`config.mk`:
```
export PLATFORM = sky130hd
export DESIGN_NAME = led_pattern_engine
export DESIGN_NICKNAME = d
export VERILOG_FILES = /design/src/rtl/led_pattern_engine.sv
export SDC_FILE = /design/constraint.sdc
export NUM_CORES = 1
export LEC_CHECK = 0
export ABC_AREA = 1
export CAP_MARGIN = 20
export CORE_ASPECT_RATIO = 0.75
export CORE_UTILIZATION = 49
export DETAILED_ROUTE_END_ITERATION = 7
export GPL_TIMING_DRIVEN = 0
export HOLD_SLACK_MARGIN = 0.06
export PLACE_DENSITY = 0.7
export SKIP_CTS_REPAIR_TIMING = 1
export SLEW_MARGIN = 20
export SYNTH_ARGS = -nofsm -noshare
export SYNTH_HDL_FRONTEND = slang
export SYNTH_SLANG_ARGS = --single-unit
```
`constraint.sdc`:
```
create_clock -name clk -period 3.2 [get_ports clk]
set_clock_uncertainty 0.15 [all_clocks]
set_input_delay 0.32 -clock clk [delete_from_list [all_inputs] [get_ports clk]]
set_output_delay 0.32 -clock clk [all_outputs]
set_load 0.1 [all_outputs]
```
`src/rtl/led_pattern_engine.sv`:
```
// LED bank driver: rotate-left/right, bounce and binary-count patterns from a prescaled tick.
// Optional macro LED_PATTERN_GRAY_EN makes count mode present Gray code from a separate binary counter.
module led_pattern_engine #(
  parameter int LED_WIDTH   = 16,
  parameter int CLK_FREQ_HZ = 10_000_000,
  parameter int TICK_HZ     = 1
) (
  input  logic                 clk,
  input  logic                 reset_n,
  input  logic                 enable,
  input  logic [1:0]           mode,
  input  logic [1:0]           speed_sel,
  input  logic                 step,
  output logic [LED_WIDTH-1:0] led_out,
  output logic                 tick_out
);

  localparam int PERIOD = CLK_FREQ_HZ / TICK_HZ;
  localparam int CW     = $clog2(PERIOD);

  localparam logic [1:0] MODE_ROL    = 2'd0;
  localparam logic [1:0] MODE_ROR    = 2'd1;
  localparam logic [1:0] MODE_BOUNCE = 2'd2;
  localparam logic [1:0] MODE_COUNT  = 2'd3;

  typedef enum logic {DIR_LEFT = 1'b0, DIR_RIGHT = 1'b1} dir_t;

  logic [CW-1:0] count;
  logic [CW-1:0] cur_max;
  logic [1:0]    mode_q;
  logic          step_q;
  dir_t          dir;
  logic          tick_int;
  logic          step_edge;
  logic          update;
  logic          reload;
  logic          led_onehot;

`ifdef LED_PATTERN_GRAY_EN
  logic [LED_WIDTH-1:0] cnt;
  logic [LED_WIDTH-1:0] cnt_inc;
  assign cnt_inc = cnt + LED_WIDTH'(1);
`endif

  // >= rather than == so a mid-count speed increase ticks on the next cycle.
  assign cur_max    = CW'((PERIOD >> speed_sel) - 1);
  assign tick_int   = enable && (count >= cur_max);
  assign step_edge  = step & ~step_q;
  assign update     = tick_int | step_edge;
  assign reload     = (mode != mode_q);
  assign led_onehot = (led_out != '0) && ((led_out & (led_out - LED_WIDTH'(1))) == '0);

  always_ff @(posedge clk or negedge reset_n) begin
    if (!reset_n) begin
      led_out  <= LED_WIDTH'(1);
      tick_out <= 1'b0;
      dir      <= DIR_LEFT;
      count    <= '0;
      mode_q   <= MODE_ROL;
      step_q   <= 1'b0;
`ifdef LED_PATTERN_GRAY_EN
      cnt      <= '0;
`endif
    end else begin
      step_q <= step;
      mode_q <= mode;
      if (reload) begin
        // A mode change restarts the pattern and the prescaler; any coincident update is dropped.
        count    <= '0;
        tick_out <= 1'b0;
        dir      <= DIR_LEFT;
        led_out  <= (mode == MODE_COUNT) ? '0 : LED_WIDTH'(1);
`ifdef LED_PATTERN_GRAY_EN
        cnt      <= '0;
`endif
      end else begin
        if (enable) begin
          count <= tick_int ? '0 : count + CW'(1);
        end
        tick_out <= update;
        if (update) begin
          case (mode_q)
            MODE_ROL: led_out <= {led_out[LED_WIDTH-2:0], led_out[LED_WIDTH-1]};
            MODE_ROR: led_out <= {led_out[0], led_out[LED_WIDTH-1:1]};
            MODE_BOUNCE: begin
              if (!led_onehot) begin
                led_out <= LED_WIDTH'(1);
                dir     <= DIR_LEFT;
              end else if (dir == DIR_LEFT) begin
                // Turn around at the end in the same update so the endpoint is not repeated.
                if (led_out[LED_WIDTH-1]) begin
                  led_out <= led_out >> 1;
                  dir     <= DIR_RIGHT;
                end else begin
                  led_out <= led_out << 1;
                end
              end else begin
                if (led_out[0]) begin
                  led_out <= led_out << 1;
                  dir     <= DIR_LEFT;
                end else begin
                  led_out <= led_out >> 1;
                end
              end
            end
            MODE_COUNT: begin
`ifdef LED_PATTERN_GRAY_EN
              cnt     <= cnt_inc;
              led_out <= cnt_inc ^ (cnt_inc >> 1);
`else
              led_out <= led_out + LED_WIDTH'(1);
`endif
            end
            default: led_out <= led_out;
          endcase
        end
      end
    end
  end

endmodule

```
==> results by group <==
GRT
  • First-pass GRT wire length: 21,500 um
  • Largest net degree at the start of global routing: 27
  • Number of global-route vias before repair: 4,121
  • Gr usage total: 0.321
  • Initial antenna violation count: 0
  • GRT overflow: 0

Clock tree
  • Worst-path clk slew: 0.06 ns
  • Clk_lat worst skew: 0.29 ns
  • CTS Buf Count: 5
  • H-tree levels: 2
  • CTS sink count: 45
  • Clk root buf: clkbuf_16
  • Max Root-Sink Buffers: 2
  • CTS tree: yes

Drt
  • Drc violations: 0
  • TritonRoute pass-1 iters: 5
  • Starting DRC count in detailed routing: 499
  • Post-DRT Antenna Nets: 0
  • Total wire length: 13,400 um
  • DR vias/cell: 5.96
  • Vias: 4,579
  • Routed len/inst: 17.5 um

STA
  • Final Hold Fails: 0
  • Final Critical Period: 3.03 ns
  • Fin. max-slew vios: 0
  • Relative slew slack: 0.350
  • Setup Total Neg Slack: 0 ns
  • Tcrit/Tclk final: 0.947
  • Final setup violation count: 0
  • Fmax: 0.330 GHz
  • Worst slew pin tran: 0.971 ns
  • RSZ-0062 raised after global routing: no

Layout
  • Core Util, Final: 0.597
  • Area of the multi-input gates: 2680 um2
  • Finished Layout Cells: 768
  • Sequential cell area: 1130 um2
  • Nets: 700
  • Layout cells sized above 1: 0.104
  • Fillers: 790
  • Cell area after layout: 4850 um2
  • Area added between synthesis and finish: 14.8%
  • Antenna diode count: 0

Floorplan
  • Top Ports: 25
  • Die W: 109 um
  • FP Rows: 28
  • Die Y: 82.4 um
  • Initial Util: 0.520
  • Die area: 9000 um2
  • Core Area: 8130 um2

Worst setup path
  • Critical path launch point type: input port
  • Critical Path Most Common Cell: nand2_1
  • WS Path Type: in2reg
  • Crit. Startpoint: speed_sel[0]
  • Worst path slowest cell: clkdlybuf4s50_1
  • Peak per-stage delay on the critical path: 0.49 ns
  • Worst r2r src: led_out[0]$_DFFE_PN1P_
  • CP arrival: 3.10 ns
  • CP delay by family, top: simple AND/OR/NAND/NOR gates
  • Sequence of cells on the critical path: clkdlybuf4s50_1 > inv_1 > ha_1 > inv_1 > ha_1 > nand2_1 > nor2_1 > nand4_1 > nor2_1 > nand2_1 > nand3_1 > nand2_2 > a21oi_4 > buf_4 > nand3_1 > nand2_1
  • Crit path buffers/inverters: 4
  • Critical Path RT: 3.27 ns
  • Worst setup EP type: flop
  • CP Max Fanout: 7

Power and ir drop
  • Clock Power Share: 0.381
  • Net switching power: 0.000497 W
  • Max VDD drop: 300 uV
  • Sequential power share: 0.380
  • Power per cell area: 321 nW/um2
  • Combinational power share: 0.239
  • Sw frac: 0.319
  • Leak: 2.23 nW
  • Pint: 0.00106 W

Yosys
  • Synth Register Bits: 45
  • Syn Area/Cell: 6.76 um2
  • Cells after Synth: 625
  • Syn nets: 663
  • Sequential share of the synthesized area: 0.267
  • Library cells used by synthesis: 42
  • Syn. warnings: 0
  • Cell Area, Synth: 4230 um2

Place
  • Detailed Place HPWL: 10,500 um
  • Placed cell count: 755
  • # port buffers: 24
  • Placed instance area: 4610 um2
  • Final GP Congestion: 0.924

Run status
  • Status: complete, no violations

Worst hold path
  • Min-delay src: step
  • Worst hold path type: in2reg

Flow run
  • Max-cap violations: 0
==> worst reg2reg max path, stage by stage (launching register included) <==
cell and delay, ns:
dfstp_2 0.54, buf_2 0.28, clkinv_2 0.20, ha_1 0.30
nand2_4 0.10, nor2_2 0.05, nand3b_1 0.11, nand2_2 0.08
nor3_4 0.45, nand2_4 0.22, o21ai_2 0.16, nand3_1 0.10
nand2_1 0.08
==> stage by stage <==
step	hold slack [ns]	setup slack, ns	power (W)
6_report	0.359	0.171	0.00156
5_1_grt	0.357	0.0245	0.00162
4_1_cts	-0.150	-0.152	0.00155
3_5_place_dp	0.161	-0.437	0.000955
3_3_place_gp	0.344	-0.403	0.000950
2_1_floorplan	-0.126	0.509	0.000849
==> synth_stat cells, drive strengths merged <==
cell type  instances  share of area
nand3             56          0.066
o31ai              1         0.0018
inv               71          0.063
ha                30          0.089
o21bai             3         0.0080
a221oi             2         0.0041
o221ai             1         0.0021
nor3b              1         0.0018
nor3              21          0.033
nand4             14          0.021
o211ai             6          0.011
a22oi              1         0.0018
o22ai             16          0.024
dfrtp             44           0.26
buf               18          0.031
nor2              52          0.059
o21ai             47          0.057
xor2              15          0.031
clkinv             3         0.0030
dfstp              1         0.0062
nand3b             2         0.0036
xnor2              4         0.0083
o21a               1         0.0018
nor4               4         0.0059
clkbuf             8         0.0071
nand2            169           0.16
mux2i              1         0.0024
a21oi             33          0.042
==> sequential cells by signal, indices dropped and copies added (netlist names) <==
register	count
count	24
led_out	16
mode_q	2
dir	1
step_q	1
tick_out	1
==> power groups by stage <==
| stage | Clock, W | Combinational (W) | Sequential [W] |
|---|---|---|---|
| after floorplan | 0 | 0.000206 | 0.000643 |
| after global placement | 0 | 0.000350 | 0.000601 |
| after detailed placement | 0 | 0.000353 | 0.000601 |
| after CTS | 0.000604 | 0.000355 | 0.000591 |
| after global routing | 0.000626 | 0.000403 | 0.000592 |
| final | 0.000593 | 0.000372 | 0.000591 |
==> worst paths after layout <==
check / to / slack [ns] / cells after the start
worst max-delay path: led_out[15]$_DFFE_PN0P_ / 0.17 / 16
worst min-delay path: step_q$_DFF_PN0_ / 0.36 / 1
worst max register to register: led_out[2]$_DFFE_PN0P_ / 0.32 / 12
worst min register to register: count[0]$_DFFE_PN0P_ / 0.36 / 1
max in group asynchronous: led_out[0]$_DFFE_PN1P_ / 1.92 / 3
min in group asynchronous: led_out[6]$_DFFE_PN0P_ / 0.39 / 2
==> logic make-up (layout without fill, tap and decap cells) <==
kind of cell / Yosys count / in the layout / synth area share
buffers and inverters: 100 / 138 / 0.104
DFF: 45 / 45 / 0.267
AOI/OAI and AO/OA: 111 / 111 / 0.153
muxes: 1 / 1 / 0.00237
and+or+nand+nor: 319 / 319 / 0.345
xor gates and xnor gates: 19 / 19 / 0.0394
adders and majority gates: 30 / 30 / 0.0888
==> cells in the final DEF (no fill, tap or decap), drive strengths merged, types with 2 or more instances in the layout <==
cell type	count
nand2	169
inv	71
nand3	56
nor2	52
o21ai	47
dfrtp	44
a21oi	33
ha	30
buf	24
clkdlybuf4s50	22
nor3	21
o22ai	16
xor2	15
nand4	14
clkbuf	13
o211ai	6
xnor2	4
nor4	4
clkinv	4
o21bai	3
nand3b	2
a221oi	2
==> area by class of cell <==
type	instances	area share
Buffer	26	0.0348
Clock buffer	5	0.0258
Clock inverter	3	0.00954
Inverter	74	0.0575
Multi-Input combinational cell	480	0.551
Sequential cell	45	0.232
Tap cell	105	0.0271
Timing Repair Buffer	30	0.0614
==> metal layers <==
metal	vias to the layer above	global-route usage	routed length (um)
li1	2170	-	-
met1	2124	0.496	6610
met2	268	0.418	5050
met3	17	0.101	1630
met4	0	0.0787	157
met5	-	0	0
Power figures use the tool's default switching activity.
